## src/rtl/mips_muldiv.sv

```systemverilog
// mips_muldiv: iterative multiply/divide unit holding the architectural HI/LO
// registers of the unpipelined MIPS core.
//
// Ports
//   i_clk          clock, rising edge
//   i_rst          synchronous active-high reset
//   i_start        op request, taken only while idle
//   i_op           000 MULT, 001 MULTU, 010 DIV, 011 DIVU, 100 MTHI, 101 MTLO, 11x no-op
//   i_rs, i_rt     register-file read ports (operand A/dividend, operand B/divisor)
//   o_hi, o_lo     HI/LO registers
//   o_busy         high while a mul/div is in flight
//   o_done         one-cycle pulse when HI/LO were just written by a mul/div
//
// state    | meaning
// ---------+------------------------------------------------------------
// ST_IDLE  | waiting; accepts mul/div starts and MTHI/MTLO
// ST_RUN   | DATA_W iterations, one result bit per cycle on magnitudes
// ST_FIX   | apply result signs, write HI/LO, pulse o_done

module mips_muldiv #(
    parameter int DATA_W = 32
) (
    input  logic              i_clk,
    input  logic              i_rst,
    input  logic              i_start,
    input  logic [2:0]        i_op,
    input  logic [DATA_W-1:0] i_rs,
    input  logic [DATA_W-1:0] i_rt,
    output logic [DATA_W-1:0] o_hi,
    output logic [DATA_W-1:0] o_lo,
    output logic              o_busy,
    output logic              o_done
);

    localparam int CNT_W = (DATA_W > 2) ? $clog2(DATA_W) : 1;
    localparam logic [CNT_W-1:0] CNT_LAST = CNT_W'(DATA_W - 1);

    typedef enum logic [1:0] {
        ST_IDLE,
        ST_RUN,
        ST_FIX
    } state_t;

    state_t              state_q, state_d;
    logic [CNT_W-1:0]    cnt_q, cnt_d;
    logic [2*DATA_W-1:0] acc_q, acc_d;     // mul: {partial product, multiplier}; div: {remainder, quotient}
    logic [DATA_W-1:0]   opnd_q, opnd_d;   // multiplicand or divisor magnitude
    logic                is_div_q, is_div_d;
    logic                neg_q, neg_d;     // product / quotient sign
    logic                rneg_q, rneg_d;   // remainder sign (sign of dividend)
    logic                dz_q, dz_d;       // divide by zero
    logic [DATA_W-1:0]   hi_q, hi_d;
    logic [DATA_W-1:0]   lo_q, lo_d;
    logic                done_q, done_d;

    logic                signed_op;
    logic                a_neg, b_neg;
    logic [DATA_W-1:0]   a_mag, b_mag;
    logic [DATA_W:0]     mul_sum;
    logic [DATA_W:0]     div_part;
    logic [DATA_W:0]     div_trial;
    logic [2*DATA_W-1:0] prod;
    logic [DATA_W-1:0]   quo, rem;

    always_comb begin
        state_d   = state_q;
        cnt_d     = cnt_q;
        acc_d     = acc_q;
        opnd_d    = opnd_q;
        is_div_d  = is_div_q;
        neg_d     = neg_q;
        rneg_d    = rneg_q;
        dz_d      = dz_q;
        hi_d      = hi_q;
        lo_d      = lo_q;
        done_d    = 1'b0;

        signed_op = ~i_op[0];
        a_neg     = signed_op & i_rs[DATA_W-1];
        b_neg     = signed_op & i_rt[DATA_W-1];
        a_mag     = a_neg ? -i_rs : i_rs;
        b_mag     = b_neg ? -i_rt : i_rt;
        mul_sum   = {1'b0, acc_q[2*DATA_W-1:DATA_W]} + (acc_q[0] ? {1'b0, opnd_q} : '0);
        // Partial remainder shifted left with the next dividend bit pulled in.
        div_part  = acc_q[2*DATA_W-1:DATA_W-1];
        div_trial = div_part - {1'b0, opnd_q};
        prod      = neg_q ? -acc_q : acc_q;
        quo       = neg_q ? -acc_q[DATA_W-1:0] : acc_q[DATA_W-1:0];
        rem       = rneg_q ? -acc_q[2*DATA_W-1:DATA_W] : acc_q[2*DATA_W-1:DATA_W];

        case (state_q)
            ST_IDLE: begin
                if (i_start) begin
                    case (i_op)
                        3'b000, 3'b001, 3'b010, 3'b011: begin
                            is_div_d = i_op[1];
                            neg_d    = a_neg ^ b_neg;
                            rneg_d   = a_neg;
                            dz_d     = i_op[1] && (i_rt == '0);
                            cnt_d    = '0;
                            state_d  = ST_RUN;
                            if (i_op[1]) begin
                                acc_d  = {{DATA_W{1'b0}}, a_mag};
                                opnd_d = b_mag;
                            end else begin
                                acc_d  = {{DATA_W{1'b0}}, b_mag};
                                opnd_d = a_mag;
                            end
                        end
                        3'b100:  hi_d = i_rs;
                        3'b101:  lo_d = i_rs;
                        default: ;
                    endcase
                end
            end
            ST_RUN: begin
                if (is_div_q) begin
                    if (div_part >= {1'b0, opnd_q}) begin
                        acc_d = {div_trial[DATA_W-1:0], acc_q[DATA_W-2:0], 1'b1};
                    end else begin
                        acc_d = {div_part[DATA_W-1:0], acc_q[DATA_W-2:0], 1'b0};
                    end
                end else begin
                    acc_d = {mul_sum, acc_q[DATA_W-1:1]};
                end
                cnt_d = cnt_q + 1'b1;
                if (cnt_q == CNT_LAST) begin
                    state_d = ST_FIX;
                end
            end
            ST_FIX: begin
                if (is_div_q) begin
                    // Divisor 0 leaves the magnitude of the dividend as remainder;
                    // the remainder sign fix then restores the original i_rs.
                    lo_d = dz_q ? '1 : quo;
                    hi_d = rem;
                end else begin
                    hi_d = prod[2*DATA_W-1:DATA_W];
                    lo_d = prod[DATA_W-1:0];
                end
                done_d  = 1'b1;
                state_d = ST_IDLE;
            end
            default: state_d = ST_IDLE;
        endcase
    end

    always_ff @(posedge i_clk) begin
        if (i_rst) begin
            state_q  <= ST_IDLE;
            cnt_q    <= '0;
            acc_q    <= '0;
            opnd_q   <= '0;
            is_div_q <= 1'b0;
            neg_q    <= 1'b0;
            rneg_q   <= 1'b0;
            dz_q     <= 1'b0;
            hi_q     <= '0;
            lo_q     <= '0;
            done_q   <= 1'b0;
        end else begin
            state_q  <= state_d;
            cnt_q    <= cnt_d;
            acc_q    <= acc_d;
            opnd_q   <= opnd_d;
            is_div_q <= is_div_d;
            neg_q    <= neg_d;
            rneg_q   <= rneg_d;
            dz_q     <= dz_d;
            hi_q     <= hi_d;
            lo_q     <= lo_d;
            done_q   <= done_d;
        end
    end

    assign o_hi   = hi_q;
    assign o_lo   = lo_q;
    assign o_busy = (state_q != ST_IDLE);
    assign o_done = done_q;

endmodule
```

## config.mk

```make
export PLATFORM = sky130hd
export DESIGN_NAME = mips_muldiv
export DESIGN_NICKNAME = d
export VERILOG_FILES = /design/src/rtl/mips_muldiv.sv
export SDC_FILE = /design/constraint.sdc
export NUM_CORES = 1
export LEC_CHECK = 0
export BUFFER_PORTS_ARGS = -buffer_cell sky130_fd_sc_hd__buf_2
export CORE_UTILIZATION = 45
export DETAILED_ROUTE_END_ITERATION = 8
export HOLD_SLACK_MARGIN = 0.08
export PLACE_DENSITY = 0.68
export SLEW_MARGIN = 20
export SYNTH_ARGS = -nofsm -noshare
export SYNTH_HDL_FRONTEND = slang
export SYNTH_SLANG_ARGS = --single-unit
```

## constraint.sdc

```tcl
create_clock -name i_clk -period 4.6 [get_ports i_clk]
set_clock_uncertainty 0.15 [all_clocks]
set_input_delay 0.92 -clock i_clk [delete_from_list [all_inputs] [get_ports i_clk]]
set_output_delay 0.92 -clock i_clk [all_outputs]
set_load 0.02 [all_outputs]
```

# After elaboration in Yosys (flattened, before gate mapping)
# Cells that the tools add are included.
classes:
  n_addsub: 8
  magnitude_cmp: 1
  n_eq_ne: 13
  muxes: 30
  n_bitwise: 4
  n_reduce_logical: 13
ops:
  columns: ["op", "count"]
  rows:
  - ["two-way mux 32 bit", 14]
  - ["two-way mux 64 bit", 5]
  - ["negation 32 bit", 4]
  - ["one-hot mux 32 bit (2 select lines)", 2]
  - ["one-hot mux 64 bit (2 select lines)", 1]
  - ["negation 64 bit", 1]
  - ["adder 32 x 32 -> 33 bit", 1]
  - ["greater-or-equal comparator 33 x 32 -> 1 bit", 1]
  - ["zero test 32 bit", 1]
  - ["subtractor 32 bit", 1]
  - ["AND reduction 3 bit", 5]
  - ["two-way mux 5 bit", 2]
  - ["one-hot mux 5 bit (2 select lines)", 1]
  - ["equality test 3 x 2 -> 1 bit (second input constant)", 2]
  - ["equality test 3 bit (second input constant)", 2]
  - ["two-way mux 2 bit", 3]
  - ["!= test 2 x 1 -> 1 bit (second input constant)", 3]
  - ["nonzero test 2 bit", 3]
  - ["adder 5 x 1 -> 5 bit (second input constant)", 1]
  - ["equality test 5 bit (second input constant)", 1]
  - ["!= test 2 bit (second input constant)", 2]
  - ["one-hot mux 2 bit (2 select lines)", 1]
  - ["OR reduction 4 bit", 1]
  - ["equality test 3 x 1 -> 1 bit (second input constant)", 1]
  - ["other kinds (9)", 10]
totals:
  regBits: 172
  out_inout_bits: 66
  word_cells: 80

# Depth between registers and ports, before layout
# Gate-level depths: netlist (run 1).
depth:
  ltp_word: 7
  ltp_mapped: 14
  ltp_nobuf: 13

# Worst setup path after synthesis (run 1)
# No wires, ideal clock.
synth_path:
  path_type: "in2reg"
  start: "in i_rt[9]"
  end: "reg acc_q[26]"
  arrival_ns: 3.340
  required_time_ns: 4.318
  setup_slack_ns: 0.977
  cell_stages: 10
  path_cell_list: "or4_1 or4_1 clkbuf_1 nor4_1 nand2_1 o31a_1 xnor2_1 o22ai_1 o21ai_0 a21oi_1"
synth_via:
  elab_chain_cells: 6
synth_rtl:
  columns: ["element", "line_no", "text"]
  rows:
  - ["start, declared", "28", "input logic [DATA_W-1:0] i_rt,"]
  - ["negation 32 bit", "82", "b_mag = b_neg ? -i_rt : i_rt;"]
  - ["two-way mux 32 bit", "82", null]
  - ["two-way mux 32 bit", "102", "if (i_op[1]) begin"]
  - ["two-way mux 64 bit", "94", "case (i_op)"]
  - ["two-way mux 64 bit", "93", "if (i_start) begin"]
  - ["one-hot mux 64 bit (2 select lines)", "91", "case (state_q)"]
  - ["end signal, assigned", "152", "acc_q <= '0;"]
  - ["end signal, assigned", "164", "acc_q <= acc_d;"]
  - ["end, declared", "46", "logic [2*DATA_W-1:0] acc_q, acc_d;"]
# Every way passes these cells. The select of a mux whose other input is x is not followed.
# A chain may end at the register's enable or synchronous reset.

# Worst setup path after layout (run 1)
layout_path:
  start: "reg acc_q[0]"
  end: "reg acc_q[61]"
layout_via:
  elab_chain_cells: 4
layout_rtl:
  columns: ["element", "line_no", "text"]
  rows:
  - ["two-way mux 32 bit", "83", "mul_sum = {1'b0, acc_q[2*DATA_W-1:DATA_W]} + (acc_q[0] ? {1'b0, opnd_q} : '0);"]
  - ["adder 32 x 32 -> 33 bit", "83", null]
  - ["two-way mux 64 bit", "117", "if (is_div_q) begin"]
  - ["one-hot mux 64 bit (2 select lines)", "91", null]
# Every way passes these cells.

==> impl_results.md, run 1 <==
* Crit path DAT at 4.10 ns
* Critical path type: reg -> reg
* Leak pwr at 6.69 nW
* Psw at 1.64 mW
* CTS tree: built
* 1st-pass router iterations at 5
* Global router's overall resource usage at 32.2%
* Area grow syn2layout at 11.6%
* Grt peak-use layer: met2
* Hold Fails Final Rpt at 0
* Pwr Density at 282 nW/um2
* Met2 Track Usage GR at 49.3%
* Critical Path RT at 4.83 ns
* #FFs+latches synth at 172
* Setup crit end kind: register
* Setup bufs post-CTS at 0
* Syn Area/Cell at 7.46 um2
* Ant diodes at 0
* # port buffers at 135
* Largest net degree at the start of global routing at 95
* Die Height at 183 um
* Worst skew pair latency at 0.45 ns
* Combinational share of power at 28.1%
* RSZ-0062 raised after global routing: no
* Max-cap violation count at 0
* FFs w/ async S/R, synth at 0%
* Sequential cell area fraction in the yosys report at 23.4%
* Post-CTS sizing at 0
* Final Core Density at 51.4%
* Initial core utilization at 46.1%
* Crit path max fanout at 17
* Met3 Use GR at 5.77%
* Fin crit period at 3.87 ns
* Wirelength, routed at 54.7 mm
* WL/cell at 22.1 um
* Synthesized instance count at 1,971
* Synth unique cells at 78
* Main synth FF type: dfxtp_1
* Clk buf depth at 2
* CTS buffer count at 17
* Clk pwr share at 36.0%
* FILL cells at 3,132
* Internal at 2.99 mW
* Switch share at 35.4%
* Routability cong. at 0.999
* Post-DP HPWL at 41.5 mm
* Die ar. at 33,400 um2
* Peak supply drop at 239 uV
* Mapped Area at 14,700 um2
* Initial antenna violation count at 1
* Syn Nets at 2,113
* Final max-slew violation count at 0
* DR iter-0 viols at 1,906
* EDFF count, synth at 0
* Relative max-transition margin at 32.6%
* CTS Root Cell: clkbuf_16
* # DRC at 0
* Core area at 31,900 um2
* Vias in the first global route at 14.2k
* Startpoint Class: register
* Flop-to-flop setup slack at 0.73 ns
* GRT met1 Usage at 44.1%
* Worst Hold Class: reg -> reg
* Nets at 2,169
* R2R Path End: acc_q[61]
* H-tree levels at 4
* Worst-Margin Slew at 1.01 ns
* Endpoints failing setup at 0
* Reg2reg path depth at 12
* Gr ovfl total at 0
* First-pass GRT wire length at 82.7 mm
* Top-area cell type share of the netlist area at 23.4%
* # hold bufs at CTS at 0
* Yosys warns at 0
* Yosys top cell by area: dfxtp_1
* Share of the clock period used by the worst path at 84.1%
* Final antenna-violating net count at 0
* Hold path depth at 2
* HP Start: opnd_q[10]
* Sum of negative setup slack at 0 ns
* Outcome: complete, no violations
* Total number of vias at 15.5k
* I/O pin cnt at 136
* CTS clk-pin slew, worst paths at 0.08 ns
* Vias/cell at 6.25
* # rows at 65
* Crit Reg-Reg Startpoint: acc_q[0]
* Sequential power share at 35.9%
* Largest cells by area after synthesis: dfxtp_1 (23%), mux2i_1 (7.0%), nor2_1 (6.1%), ha_1 (6.0%), a21oi_1 (5.5%)
* Fraction of layout cells with a size suffix above 1 at 12.5%
* Hold endpoint: opnd_q[10]
* Fmax at 0.259 GHz
* Clk sinks at 172
* Die Width at 183 um
cells in the final DEF (no fill, tap or decap), drive strengths merged, types with 8 or more instances in the layout:
cell	instances
xnor2	82
mux2i	103
o21bai	8
or4	20
a22oi	18
or2	10
a21oi	162
o31ai	24
xor2	92
and3	13
buf	180
a21o	34
o21ai	121
dfxtp	172
a221oi	31
o211ai	22
o22ai	16
a311oi	9
inv	67
a31oi	23
nor3	52
o41ai	19
nor2	239
nand3	32
or3	10
nor4	17
nor2b	13
ha	70
nand4	11
clkbuf	19
nand2	178
a211oi	48
nand2b	17
and2	9
critical path: stages (launching register included):
cell and delay (ns):
dfxtp_1 0.35, inv_1 0.53, nor2_1 0.12, ha_1 0.39
a21o_1 0.19, a21oi_1 0.22, and3b_1 0.19, a21oi_1 0.16
o21ai_0 0.40, a21oi_1 0.15, o311ai_0 0.43, mux2_2 0.39
o21ai_0 0.13
state kept, by name, summed over array words and instances (netlist names):
register  cells
o_done        1
is_div_q      1
rneg_q        1
neg_q         1
o_lo         32
cnt_q         5
opnd_q       32
dz_q          1
o_hi         32
acc_q        64
state_q       2
power by group through the flow:
| stage | Clock, mW | Sequential (mW) | Combinational [mW] |
|---|---|---|---|
| 2_1_floorplan | 0 | 1.65 | 0.896 |
| 3_3_place_gp | 0 | 1.69 | 1.25 |
| 3_5_place_dp | 0 | 1.69 | 1.26 |
| 4_1_cts | 1.67 | 1.66 | 1.27 |
| 5_1_grt | 1.72 | 1.67 | 1.40 |
| 6_report | 1.66 | 1.66 | 1.30 |
synth_stat cells, types with 17 or more instances:
library cell  count
o41ai_1          18
nand2_1         178
mux2i_1         103
or4_1            19
a21o_1           34
a21oi_1         162
o31ai_1          24
nor3_1           51
inv_1            61
a211oi_1         48
a31oi_1          23
o211ai_1         22
dfxtp_1         172
clkbuf_1        124
nand3_1          32
nand2b_1         17
xnor2_1          82
xor2_1           92
a221oi_1         31
ha_1             70
a22oi_1          18
nor2_1          239
o21ai_0         119
cells by family (layout without fill, tap and decap cells):
kind of cell | count (synthesis) | count (layout) | share of synthesized area [%]
compound gates | 596 | 596 | 26.5
mux | 109 | 109 | 7.47
xor+xnor | 174 | 174 | 10.4
flops | 172 | 172 | 23.4
fa+ha+maj | 72 | 72 | 6.23
buf+inv | 204 | 273 | 5.37
simple gates | 644 | 644 | 20.7
worst max path at each step:
stage / start / to / slack, ns / cells after the start
after detailed placement: i_rt[7] / acc_q[28] / 0.64 / 11
after global routing: acc_q[0] / o_hi[18] / 0.44 / 10
after global placement: i_rt[9] / acc_q[28] / 0.71 / 11
after floorplan: i_rt[9] / acc_q[26] / 0.98 / 10
after CTS: acc_q[0] / acc_q[61] / 0.78 / 12
final: acc_q[0] / acc_q[61] / 0.73 / 12
per-stage QoR:
step                      cells  hold slack (ns)  power, mW  cell area (um2)  setup slack, ns
final                      2475            0.304       4.63            16400            0.733
after global routing       2475            0.322       4.79            16400            0.435
after CTS                  2475            0.305       4.59            16400            0.780
after detailed placement   2443            0.293       2.95            15700            0.639
after global placement     2443            0.283       2.94            15700            0.706
after floorplan            1971            0.282       2.55            14700            0.977
layout make-up:
cell class              instances  area (um2)  share of cell area [%]
clock inverters                13         200                    1.22
repair buffers                180        1030                    6.27
flip-flops and latches        172        3440                    21.0
multi-input cells            1595       10500                    64.0
well taps                     435         544                    3.32
inverters                      61         229                    1.40
clock buffers                  19         453                    2.76
metal layers:
metal  wire (um)  vias up
met5           0        -
met4        2170        0
met3        5560      110
met2       23600      814
met1       23300     7268
li1            -     7273
Power figures use the tool's default switching activity.
==> run 2: changes to the inputs <==
Settings changed: PLACE_DENSITY 0.68 to 0.71.
Clock period 4.6 ns to 3.52 ns, I/O delays scaled along.
==> run 2 against run 1 <==
Global-route usage up 1.5 points. Die area unchanged. Sequential share of layout area is 1.2 points lower. Non-clock buffer count up 127. Critical path type unchanged. Maximum frequency rose by 12%. Critical endpoint is now acc_q[62]. Register-to-register slack worse by 0.65 ns. Wire length grew 5.3%.
==> impl_results.md, run 2 (synthesis results as in run 1) <==
* Worst skew pair latency at 0.45 ns (about the same)
* Outcome: complete, no violations
* Area grow syn2layout at 18.4%
* Relative max-transition margin at 46.2% (+14 points)
* Delay-heaviest family, CP: compound AO/OA/AOI/OAI gates
* Flop-to-flop setup slack at 0.08 ns (-0.65 ns)
* Die ar. at 33,400 um2 (unchanged)
* CTS buffer count at 17 (unchanged)
* Share of the clock period used by the worst path at 97.7% (+14 points)
* Total number of vias at 16.2k (+5.0%)
* Fin crit period at 3.44 ns (-0.427 ns)
* CTS clk-pin slew, worst paths at 0.08 ns (about the same)
* Vias/cell at 6.25 (about the same)
* Die Width at 183 um (unchanged)
* Post-DP HPWL at 44.6 mm (+7.4%)
* Reg2reg path depth at 14 (+2)
* Critical Path RT at 3.70 ns (-1.13 ns)
* Nets at 2,296 (+5.9%)
* Critical path's slowest cell: fa_1
* Wirelength, routed at 57.5 mm (+5.3%)
* Fraction of layout cells with a size suffix above 1 at 18.3% (+5.8 points)
* Pwr Density at 346 nW/um2 (+23%)
* Crit-path cells: inv_1 > ha_1 > inv_1 > fa_1 > a21o_1 > a31oi_1 > o21ai_2 > a2111oi_2 > buf_4 > o31a_1 > o22ai_1 > o21a_1 > o211ai_1 > o211ai_1
* Worst-Margin Slew at 0.808 ns (-0.203 ns)
* CTS tree: built
* Global router's overall resource usage at 33.7% (+1.5 points)
* Gr ovfl total at 0 (unchanged)
* Crit path DAT at 3.62 ns (-0.48 ns)
* R2R Path End: acc_q[62]
* Vias in the first global route at 14.8k (+4.3%)
* Final antenna-violating net count at 0 (unchanged)
* Worst Hold Class: reg -> reg
* First-pass GRT wire length at 86.5 mm (+4.7%)
* Ant diodes at 0 (unchanged)
* WL/cell at 22.1 um (+0.16%)
* Critical path type: reg -> reg
* Clk buf depth at 2 (unchanged)
* Pwr Total at 6.02 mW (+30%)
* Crit Reg-Reg Startpoint: acc_q[31]
* Crit path max fanout at 3 (-14)
* # rows at 65 (unchanged)
* Final hold slack at 0.305 ns (+0.000859 ns)
* Largest register FFs at 64 (unchanged)
* Peak supply drop at 413 uV (+73%)
* Hold path depth at 2 (unchanged)
* Core area at 31,900 um2 (unchanged)
* Initial core utilization at 46.1% (unchanged)
* DR iter-0 viols at 2,008 (+5.4%)
* 1st-pass router iterations at 5 (unchanged)
* CTS Root Cell: clkbuf_16
* Most common cell after layout, fill and taps aside: nor2_1
* CP max stage delay at 0.40 ns (-0.13 ns)
* Startpoint Class: register
* Final Core Density at 54.6% (+3.1 points)
* Most frequent cells in the layout: nor2_1 (237), nand2_1 (178), dfxtp_1 (171), buf_4 (169), a21oi_1 (157)
* Final max-slew violation count at 0 (unchanged)
* Hold endpoint: opnd_q[5]
* Initial antenna violation count at 3 (+2)
* H-tree levels at 4 (unchanged)
* Register name with the most flops: acc_q
* Bufs and invs on worst path at 3 (+2)
* Clk sinks at 172 (unchanged)
* Leak pwr at 7.33 nW (+9.5%)
* # port buffers at 135 (unchanged)
* Setup crit end kind: register
* HP Start: opnd_q[5]
* RSZ-0062 raised after global routing: yes
* I/O pin cnt at 136 (unchanged)
* Endpoints failing setup at 0 (unchanged)
* Sum of negative setup slack at 0 ns (unchanged)
* Fmax at 0.291 GHz (+12%)
* Max-cap violation count at 0 (unchanged)
* # DRC at 0 (unchanged)
* Routability cong. at 1.05 (+4.9%)
* Setup bufs post-CTS at 0 (unchanged)
* Die Height at 183 um (unchanged)
* Largest net degree at the start of global routing at 71 (-25%)
* Hold Fails Final Rpt at 0 (unchanged)
-- run 2: changes by cell type in the layout (fill, tap and decap cells not counted), sizes merged --
cell | before | now
clkbuf | 19 | 17
buf | 180 | 307
inv | 67 | 71
clkinv | 2 | 4
clkinvlp | 1 | 0
bufinv | 4 | 0
-- run 2: repair_timing --
action,in CTS,in global routing
gates resized for setup,0,23
hold buffers,0,0
hold endpoints to repair,0,0
setup endpoints to repair,0,22
-- run 2: how the worst max path moves through the flow --
stage / start / end / slack, ns / cells after the start
finish: acc_q[31] / acc_q[62] / 0.08 / 14
detailed placement: i_rt[9] / acc_q[26] / -0.05 / 10
global placement: i_rt[9] / acc_q[26] / 0.003 / 10
CTS: opnd_q[16] / acc_q[0] / 0.01 / 13
floorplan: i_rt[9] / acc_q[26] / 0.11 / 10
global route: opnd_q[15] / acc_q[51] / -0.04 / 13
-- run 2: where the power goes --
part	total, mW	switching, mW	internal [mW]
logic	1.96	1.20	0.763
registers	2.13	0.0976	2.04
clock network	1.93	0.977	0.951
total	6.02	2.27	3.75
-- run 2: metal layers --
| metal | track usage (%) | up-vias | share of wire, % |
|---|---|---|---|
| met3 | 6.59 | 96 | 10 |
| li1 | - | 7535 | - |
| met4 | 12.9 | 6 | 3.8 |
| met1 | 46.8 | 7714 | 43 |
| met2 | 51.1 | 893 | 43 |
| met5 | 0 | - | 0.066 |
-- run 2: cell type report --
| class | count | area, um2 |
|---|---|---|
| flip-flops and latches | 172 | 3440 |
| multi-input cells | 1595 | 10600 |
| well taps | 435 | 544 |
| repair buffers | 307 | 2020 |
| clock inverters | 14 | 148 |
| inverters | 61 | 229 |
| fillers | 3095 | 14500 |
| clock buffers | 17 | 425 |
-- run 2: worst register-to-register path, cell delays in order (launching register included) --
cell and delay [ns]:
dfxtp_1 0.31, inv_1 0.08, ha_1 0.19, inv_1 0.06, fa_1 0.40, a21o_1 0.19
a31oi_1 0.30, o21ai_2 0.15, a2111oi_2 0.39, buf_4 0.18, o31a_1 0.26, o22ai_1 0.17
o21a_1 0.19, o211ai_1 0.19, o211ai_1 0.11
-- run 2: metrics by stage --
step                      worst slack (ns)  area, um2  cells
after global placement             0.00260      16700   2570
after detailed placement           -0.0489      16700   2570
after CTS                           0.0138      17300   2601
final                               0.0801      17400   2601
after global routing               -0.0433      17400   2601
after floorplan                      0.113      14700   1971
